### src/rtl/acc_pkg.sv
// Shared widths and FSM state codes for the accumulation engine.
// The accumulator is DATA_W+ADDR_W wide, so an unsigned sum of up to 63 words cannot overflow.
// Build option ACC_ENGINE_SAT_EN adds saturating accumulation and the acc_sat output.
package acc_pkg;
  localparam int DATA_W = 16;
  localparam int ADDR_W = 6;
  localparam int ACC_W  = DATA_W + ADDR_W;

  localparam logic [1:0] ST_IDLE  = 2'd0;
  localparam logic [1:0] ST_READ  = 2'd1;
  localparam logic [1:0] ST_DRAIN = 2'd2;
  localparam logic [1:0] ST_DONE  = 2'd3;

  // Adds a zero-extended word to the accumulator and returns the carry in the top bit.
  function automatic logic [ACC_W:0] acc_add(input logic [ACC_W-1:0] acc,
                                             input logic [DATA_W-1:0] word);
    return {1'b0, acc} + {{(ACC_W + 1 - DATA_W){1'b0}}, word};
  endfunction
endpackage

### src/rtl/acc_engine_if.sv
// Bundle of launch/config, memory-read and result signals for acc_engine.
// slave = engine side, master = launcher/memory/consumer side.
// acc_sat exists only when ACC_ENGINE_SAT_EN is defined.
interface acc_engine_if;
  import acc_pkg::*;

  logic              start;
  logic              accbypassA;
  logic [ADDR_W-1:0] startaddrA;
  logic [ADDR_W-1:0] datasizeA;
  logic              mem_rd;
  logic [ADDR_W-1:0] mem_addr;
  logic [DATA_W-1:0] mem_rdata;
  logic [DATA_W-1:0] pass_data;
  logic              pass_valid;
  logic [ACC_W-1:0]  acc_sum;
  logic              sum_valid;
  logic              accdone;
  logic              busy;
`ifdef ACC_ENGINE_SAT_EN
  logic              acc_sat;

  modport slave (
    input  start, accbypassA, startaddrA, datasizeA, mem_rdata,
    output mem_rd, mem_addr, pass_data, pass_valid, acc_sum, sum_valid, accdone, busy, acc_sat
  );
  modport master (
    output start, accbypassA, startaddrA, datasizeA, mem_rdata,
    input  mem_rd, mem_addr, pass_data, pass_valid, acc_sum, sum_valid, accdone, busy, acc_sat
  );
`else
  modport slave (
    input  start, accbypassA, startaddrA, datasizeA, mem_rdata,
    output mem_rd, mem_addr, pass_data, pass_valid, acc_sum, sum_valid, accdone, busy
  );
  modport master (
    output start, accbypassA, startaddrA, datasizeA, mem_rdata,
    input  mem_rd, mem_addr, pass_data, pass_valid, acc_sum, sum_valid, accdone, busy
  );
`endif
endinterface

### src/rtl/acc_addr_gen.sv
// Read address generator: loads start address and word count, steps once per issued read.
// Address is registered; last_issue_o is combinational from the remaining count.
// No backpressure: issue_i advances unconditionally; address wraps modulo 2^ADDR_W.
module acc_addr_gen
  import acc_pkg::*;
(
  input  logic              clk,
  input  logic              reset,
  input  logic              load_i,
  input  logic [ADDR_W-1:0] startaddr_i,
  input  logic [ADDR_W-1:0] count_i,
  input  logic              issue_i,
  output logic [ADDR_W-1:0] addr_o,
  output logic              last_issue_o
);
  logic [ADDR_W-1:0] addr_q, addr_d;
  logic [ADDR_W-1:0] remain_q, remain_d;

  // Next address / remaining count: load on launch, step on each issued read.
  always_comb begin
    addr_d   = addr_q;
    remain_d = remain_q;
    if (load_i) begin
      addr_d   = startaddr_i;
      remain_d = count_i;
    end else if (issue_i) begin
      addr_d   = addr_q + 1'b1;
      remain_d = remain_q - 1'b1;
    end
  end

  // Address and count registers.
  always_ff @(posedge clk) begin
    if (reset) begin
      addr_q   <= '0;
      remain_q <= '0;
    end else begin
      addr_q   <= addr_d;
      remain_q <= remain_d;
    end
  end

  assign addr_o       = addr_q;
  assign last_issue_o = (remain_q == ADDR_W'(1));
endmodule

### src/rtl/acc_engine.sv
// Streams datasize words from memory and sums them, or passes them through in bypass mode.
// Latency: done pulse N+2 cycles after launch (1 cycle when N==0); launch only from IDLE.
// No backpressure: reads issue every cycle; start while busy is ignored. Option: ACC_ENGINE_SAT_EN.
module acc_engine
  import acc_pkg::*;
(
  input  logic         clk,
  input  logic         reset,
  acc_engine_if.slave  bus
);
  logic [1:0]        state_q, state_d;
  logic              bypass_q;
  logic              rd_dly_q;
  logic [ACC_W-1:0]  acc_q;
  logic [DATA_W-1:0] pass_data_q;
  logic              pass_valid_q;
  logic [ACC_W:0]    acc_next;
  logic              launch;
  logic              reading;
  logic              last_issue;
  logic [ADDR_W-1:0] gen_addr;
`ifdef ACC_ENGINE_SAT_EN
  logic              sat_q;
`endif

  assign launch   = (state_q == ST_IDLE) && bus.start;
  assign reading  = (state_q == ST_READ);
  assign acc_next = acc_add(acc_q, bus.mem_rdata);

  acc_addr_gen u_addr_gen (
    .clk          (clk),
    .reset        (reset),
    .load_i       (launch),
    .startaddr_i  (bus.startaddrA),
    .count_i      (bus.datasizeA),
    .issue_i      (reading),
    .addr_o       (gen_addr),
    .last_issue_o (last_issue)
  );

  // Control FSM: a zero-length request skips straight to DONE.
  always_comb begin
    state_d = state_q;
    case (state_q)
      ST_IDLE:  if (bus.start) state_d = (bus.datasizeA == '0) ? ST_DONE : ST_READ;
      ST_READ:  if (last_issue) state_d = ST_DRAIN;
      ST_DRAIN: state_d = ST_DONE;
      default:  state_d = ST_IDLE;
    endcase
  end

  // State, config capture, read-return pipeline, accumulator and pass-through registers.
  always_ff @(posedge clk) begin
    if (reset) begin
      state_q      <= ST_IDLE;
      bypass_q     <= 1'b0;
      rd_dly_q     <= 1'b0;
      acc_q        <= '0;
      pass_data_q  <= '0;
      pass_valid_q <= 1'b0;
`ifdef ACC_ENGINE_SAT_EN
      sat_q        <= 1'b0;
`endif
    end else begin
      state_q      <= state_d;
      rd_dly_q     <= reading;
      pass_valid_q <= rd_dly_q && bypass_q;
      if (rd_dly_q && bypass_q) pass_data_q <= bus.mem_rdata;
      if (launch) begin
        bypass_q <= bus.accbypassA;
        acc_q    <= '0;
`ifdef ACC_ENGINE_SAT_EN
        sat_q    <= 1'b0;
`endif
      end else if (rd_dly_q && !bypass_q) begin
`ifdef ACC_ENGINE_SAT_EN
        // Once the sum overflows it pins at all-ones for the rest of the run.
        if (acc_next[ACC_W] || sat_q) begin
          acc_q <= '1;
          sat_q <= 1'b1;
        end else begin
          acc_q <= acc_next[ACC_W-1:0];
        end
`else
        acc_q <= acc_next[ACC_W-1:0];
`endif
      end
    end
  end

  assign bus.mem_rd     = reading;
  assign bus.mem_addr   = reading ? gen_addr : '0;
  assign bus.pass_data  = pass_data_q;
  assign bus.pass_valid = pass_valid_q;
  assign bus.acc_sum    = acc_q;
  assign bus.accdone    = (state_q == ST_DONE);
  assign bus.sum_valid  = (state_q == ST_DONE) && !bypass_q;
  assign bus.busy       = (state_q != ST_IDLE);
`ifdef ACC_ENGINE_SAT_EN
  assign bus.acc_sat    = sat_q && bus.sum_valid;
`endif
endmodule

### src/flat_wrapper.sv
// flat-port wrapper written by rule: the top's interface ports become plain ports
module acc_engine_flat import acc_pkg::*;
  (clk, reset, bus_start, bus_accbypassA, bus_startaddrA, bus_datasizeA, bus_mem_rdata, bus_mem_rd, bus_mem_addr, bus_pass_data, bus_pass_valid, bus_acc_sum, bus_sum_valid, bus_accdone, bus_busy);
  acc_engine_if bus_i ();
  input  logic clk;
  input  logic reset;
  input wire logic [$bits(bus_i.start)-1:0] bus_start;
  input wire logic [$bits(bus_i.accbypassA)-1:0] bus_accbypassA;
  input wire logic [$bits(bus_i.startaddrA)-1:0] bus_startaddrA;
  input wire logic [$bits(bus_i.datasizeA)-1:0] bus_datasizeA;
  input wire logic [$bits(bus_i.mem_rdata)-1:0] bus_mem_rdata;
  output wire logic [$bits(bus_i.mem_rd)-1:0] bus_mem_rd;
  output wire logic [$bits(bus_i.mem_addr)-1:0] bus_mem_addr;
  output wire logic [$bits(bus_i.pass_data)-1:0] bus_pass_data;
  output wire logic [$bits(bus_i.pass_valid)-1:0] bus_pass_valid;
  output wire logic [$bits(bus_i.acc_sum)-1:0] bus_acc_sum;
  output wire logic [$bits(bus_i.sum_valid)-1:0] bus_sum_valid;
  output wire logic [$bits(bus_i.accdone)-1:0] bus_accdone;
  output wire logic [$bits(bus_i.busy)-1:0] bus_busy;
  assign bus_i.start = bus_start;
  assign bus_i.accbypassA = bus_accbypassA;
  assign bus_i.startaddrA = bus_startaddrA;
  assign bus_i.datasizeA = bus_datasizeA;
  assign bus_i.mem_rdata = bus_mem_rdata;
  assign bus_mem_rd = bus_i.mem_rd;
  assign bus_mem_addr = bus_i.mem_addr;
  assign bus_pass_data = bus_i.pass_data;
  assign bus_pass_valid = bus_i.pass_valid;
  assign bus_acc_sum = bus_i.acc_sum;
  assign bus_sum_valid = bus_i.sum_valid;
  assign bus_accdone = bus_i.accdone;
  assign bus_busy = bus_i.busy;
  acc_engine u_core (.clk(clk), .reset(reset), .bus(bus_i));
endmodule
### config.mk
export PLATFORM = sky130hd
export DESIGN_NAME = acc_engine_flat
export DESIGN_NICKNAME = d
export VERILOG_FILES = /design/src/rtl/acc_pkg.sv /design/src/rtl/acc_engine_if.sv /design/src/rtl/acc_addr_gen.sv /design/src/rtl/acc_engine.sv /design/src/flat_wrapper.sv
export SDC_FILE = /design/constraint.sdc
export NUM_CORES = 1
export LEC_CHECK = 0
export CELL_PAD_IN_SITES_DETAIL_PLACEMENT = 1
export CELL_PAD_IN_SITES_GLOBAL_PLACEMENT = 1
export CORE_AREA = 2 2 98 100
export DETAILED_ROUTE_END_ITERATION = 8
export DIE_AREA = 0 0 100 102
export PLACE_DENSITY_LB_ADDON = 0.1
export REMOVE_ABC_BUFFERS = 1
export SETUP_SLACK_MARGIN = 0.5
export SYNTH_ARGS = -nofsm -noshare
export SYNTH_HDL_FRONTEND = slang
export SYNTH_SLANG_ARGS = --single-unit
### constraint.sdc
create_clock -name clk -period 2.9 [get_ports clk]
set_clock_uncertainty 0.05 [all_clocks]
set_input_delay 0.725 -clock clk [delete_from_list [all_inputs] [get_ports clk]]
set_output_delay 0.725 -clock clk [all_outputs]
set_load 0.05 [all_outputs]
# After elaboration in Yosys (flattened, before gate mapping)
# Cells that the tools add are included.
# classes
n_eq_ne	6
muxes	9
addsub	3
reduce_logical	11
# ops
cell	n
6-bit two-way mux	5
22-bit by 16-bit adder with 22-bit output	1
6-bit by 1-bit adder with 6-bit output, second input constant	1
6-bit by 1-bit == test with 1-bit output, second input constant	1
6-bit zero test	1
2-bit two-way mux	3
2-bit one-hot mux with 3 select lines	1
6-bit by 1-bit subtractor with 6-bit output, second input constant	1
2-bit == test, second input constant	2
1-bit logical AND	4
2-bit != test, second input constant	2
2-bit nonzero test	2
2-bit by 1-bit == test with 1-bit output, second input constant	1
2-bit zero test	1
2-bit AND reduction	1
2-bit OR reduction	1
1-bit zero test	1
# word_totals
elab_cells	37
reg_bits	55

# Depth between registers and ports, before layout
# depth
ltp_word	4
mapped_depth	10
depth_no_buf	9

# Hierarchy
# A second synthesis with hierarchy kept.
# hier_totals
hier_cells	394
area_unflattened_um2	3128.0
# modules_own_cells
mod	cells_per_inst	seq_area_each_um2	area_each_um2	instances
acc_engine	320	860.8	2486.1	1
acc_addr_gen	74	240.2	641.9	1

# Worst setup path before layout
# Ideal clock, no wire load.
# synth_path
kind	reg-to-output
start	register u_core.state_q[1]
end	output port bus_mem_addr[0]
path_buffers	2
setup_slack_ps	232
path_stages_with_launch	6
t_required_ps	2125
arrival_ps	1893
cell_sequence	dfxtp_1 inv_1 ha_1 clkbuf_1 clkbuf_1 and2_1
# synth_between
elab_chain_cells	2
# synth_rtl
item	line	rtl
from (decl)	acc_engine.sv:11	logic [1:0] state_q, state_d;
from (signal assigned)	acc_engine.sv:65	state_q <= state_d;
2-bit by 1-bit == test with 1-bit output	acc_engine.sv:27	assign reading = (state_q == ST_READ);
via bus_mem_rd	flat_wrapper.sv:12	output wire logic [$bits(bus_i.mem_rd)-1:0] bus_mem_rd;
6-bit two-way mux	acc_engine.sv:92	assign bus.mem_addr = reading ? gen_addr : '0;
to (decl)	flat_wrapper.sv:13	output wire logic [$bits(bus_i.mem_addr)-1:0] bus_mem_addr;
# The timed path passes the listed nets, and every way through them passes these cells.

# Final worst setup path
# layout_path
start	input port bus_mem_rdata[9]
end	register u_core.acc_q[17] (netlist: u_core.bus.acc_sum[17])
# layout_between
elab_chain_cells	1
# layout_rtl
item	line	rtl
from (decl)	flat_wrapper.sv:11	input wire logic [$bits(bus_i.mem_rdata)-1:0] bus_mem_rdata;
22-bit by 16-bit adder with 22-bit output	acc_pkg.sv:17	return {1'b0, acc} + {{(ACC_W + 1 - DATA_W){1'b0}}, word};
to (signal assigned)	acc_engine.sv:85	acc_q <= acc_next[ACC_W-1:0];
to (decl)	acc_engine.sv:14	logic [ACC_W-1:0] acc_q;
# Every way passes these cells.
# A chain may end at the register's enable or synchronous reset.

==> flow_summary.yaml <==
pwr:
  p_leak_nw: 1.96
  ir_drop_mv: 0.521
  p_per_area_nw_per_um2: 594
cts:
  clock_latency_ps: 320
  cts_max_path_buffers: 2
  cts_tree: "yes"
  path_clk_slew_ps: 110
  htreeDepth: 2
  cts_buffers: 5
  postCtsHoldBufs: 0
  root_buffer: "clkbuf_8"
  clkSinkCount: 55
routing:
  routedWlPerCell_microns: 17.0
  route.vias.total: 3470
  drt-initial-drc-count: 139
  antenna_left: 0
  drt_pass1_iterations: 4
  drc_errors: 0
  routed_wl_mm: 11.0
  vias_per_cell: 5.39
synth:
  async_flop_share_pct: 0
  synth_cell_type_count: 49
  yosysSeqAreaShare_pct: 34.3
  synth-compound-area-share_pct: 20.9
  synthSimpleGateAreaFrac_pct: 25.0
  syn_area_sq_um: 3210
  yosysWarnings: 0
  synth_edf_count: 0
  synthXorXnorAreaFrac_pct: 4.37
  post_synth.cell_area_avg_sq_um: 7.79
  synth_cells: 412
  ys.flop_type: "dfxtp_1"
  muxShareOfSynthArea_pct: 1.25
  synth_top_family_by_area: "simple AND/OR/NAND/NOR gates"
  ys_seq_elements: 55
  synthAdderAreaFrac_pct: 9.59
grt:
  grt_busiest_layer: "met2"
  grtUsageMet1_pct: 26.7
  grt_pass1_vias: 3433
  grt_use_met2_pct: 37.8
  track_usage_pct: 21.1
  antenna_found_initial: 0
  grt_pass1_wl_mm: 17.2
  grt_use_met3_pct: 2.74
  grt-ovfl-total: 0
  grt_max_degree: 26
timing:
  grt_setup_unrepaired: "yes"
  setup_viol: 0
  relSlewSlack_pct: 50.8
  tightestPinTransition_ps: 738
  fin_tns_setup_ps: 0
  period_share_pct: 81.9
  min_period_ps: 2380
  hold_violations: 0
  final_max_slew_viol_count: 0
  hold_slack_ps: 410
  fmax_ghz: 0.421
outcome:
  status: "finished clean"
floorplan:
  fp.dieW_microns: 100
  die_height_microns: 102
  floorplan.initialDensity_pct: 35.2
  boundaryPins: 81
  core-area_sq_um: 9110
  num_rows: 35
  die-area_sq_um: 10200
setup_path:
  startpoint: "bus_mem_rdata[9]"
  cp.depth: 8
  cpLargestDelayFamily: "simple AND/OR/NAND/NOR gates"
  setup.worst_path.class: "in -> reg"
  cp-end-kind: "register"
  cp-start-kind: "input pin"
  endpoint: "u_core.bus.acc_sum[17]"
  critPathMaxFanout: 5
  r2r_setup_slack_ps: 670
  r2r_cells: 8
  path_buf_inv: 1
  reg2reg_from: "u_core.bus.acc_sum[1]"
  cp_slowest_stage_delay_ps: 490
  cp_slowest_cell: "or4_1"
  worstPathArrival_ps: 2580
  regToRegEndpoint: "u_core.bus.acc_sum[14]"
  crit_chain: "dlygate4sd2_1, ha_4, nand2_2, nor3_2, nand4_1, and3_4, or4_1, a21oi_2"
  critPathRequiredTime_ps: 3100
final_layout:
  design_area_sq_um: 4870
  layout_commonest_cell: "nand2_1"
  syn_to_final_growth_pct: 51.8
  num_antenna_cells: 0
  fin_nets: 588
  layout-drive-gt1-share_pct: 22.7
  final_cell_mix: "nand2_1, buf_4, dfxtp_1"
placement:
  place_congestion: 0.866
  port_buffers: 80
  place_area_sq_um: 4340
  dp_hpwl_mm: 7.79
flow_run:
  cap_violations: 0
hold_path:
  hold_depth: 2
  hp-class: "reg -> reg"
cells by family (layout without fill, tap and decap cells):
family          count (synthesis)  count (layout)
xor+xnor                       16              16
fa+ha+maj                      24              24
compound gates                108             108
buf+inv                        34             155
mux                             4               4
simple gates                  171             171
flops                          55              55
report_power, final:
| group | total (mW) | leakage [nW] | switching (mW) | internal (mW) |
|---|---|---|---|---|
| logic | 1.38 | 1.45 | 0.828 | 0.547 |
| registers | 0.977 | 0.447 | 0.113 | 0.864 |
| clock network | 0.539 | 0.0558 | 0.277 | 0.262 |
cell usage after synthesis, types with 2 or more instances:
cell	number	area, sq um
or3_1	4	25.0
xor2_1	9	78.8
nor2b_1	4	25.0
or4_1	2	15.0
a211oi_1	12	90.1
mux2i_1	4	40.0
o2111ai_1	3	26.3
a21o_1	2	15.0
o31ai_1	3	22.5
o21a_1	3	22.5
nor4_1	8	50.1
and2_1	7	43.8
nand2b_1	4	25.0
a311oi_1	2	17.5
and3_1	3	18.8
a21oi_1	49	245
dfxtp_1	55	1100
a21o_2	2	17.5
clkbuf_1	17	63.8
nor3_1	9	45.0
a31oi_1	5	31.3
nor2_1	25	93.8
buf_6	2	22.5
o211ai_1	4	30.0
xnor2_1	7	61.3
nand4_1	5	31.3
nand3_1	20	100
nand2_1	74	278
o21ai_0	13	65.1
ha_1	23	288
inv_1	14	52.6
worst min path at each step:
stage	start	endpoint	slack, ps
after detailed placement	u_core.bus.pass_data[9]	u_core.bus.pass_data[9]	400
after floorplan	u_core.state_q[0]	u_core.state_q[0]	410
final	u_core.bus.pass_data[9]	u_core.bus.pass_data[9]	410
after global placement	u_core.bus.pass_data[6]	u_core.bus.pass_data[6]	390
after CTS	u_core.bus.pass_data[9]	u_core.bus.pass_data[9]	410
after global routing	u_core.bus.pass_data[14]	u_core.bus.pass_data[14]	440
routing by layer:
metal	vias up	part of all wire (%)
met5	-	0
met4	0	1.5
met3	14	2.9
met2	77	51
met1	1675	45
li1	1704	-
per-stage QoR:
step / cells / total power, mW / setup slack (ps) / util [%]
2_1_floorplan: 392 / 1.78 / 285 / -
3_3_place_gp: 624 / 2.24 / -292 / 47.7
3_5_place_dp: 624 / 2.27 / -371 / 47.7
4_1_cts: 639 / 2.87 / 394 / 51.9
5_1_grt: 644 / 3.07 / 418 / 53.5
6_report: 644 / 2.89 / 525 / 53.5
worst reg2reg max path, delay by kind of cell (launching register included):
family,cells,cell delay [ps]
adders and majority gates,1,430
muxes,1,210
and+or+nand+nor,2,240
AOI/OAI and AO/OA,3,640
buffers and inverters,1,100
DFF,1,460
state kept, by name, indices dropped and copies added, names as in the netlist:
register	flops
u_core.rd_dly_q	1
u_core.bus.pass_data	16
u_core.bus.pass_valid	1
u_core.u_addr_gen.addr_o	6
u_core.bypass_q	1
u_core.u_addr_gen.remain_q	6
u_core.state_q	2
u_core.bus.acc_sum	22
repair_timing:
action | CTS | global route
setup buffers | 7 | 5
setup endpoints to repair | 22 | 25
resized for setup | 60 | 32
pin swaps | 14 | 14
area by class of cell:
cell class	count	area, sq um
Timing Repair Buffer	133	1180
Fill cell	1113	4240
Tap cell	111	139
Clock inverter	2	38.8
Sequential cell	55	1100
Inverter	14	52.6
Clock buffer	6	72.6
Multi-Input combinational cell	323	2290
(Power assumes the default switching activity.)
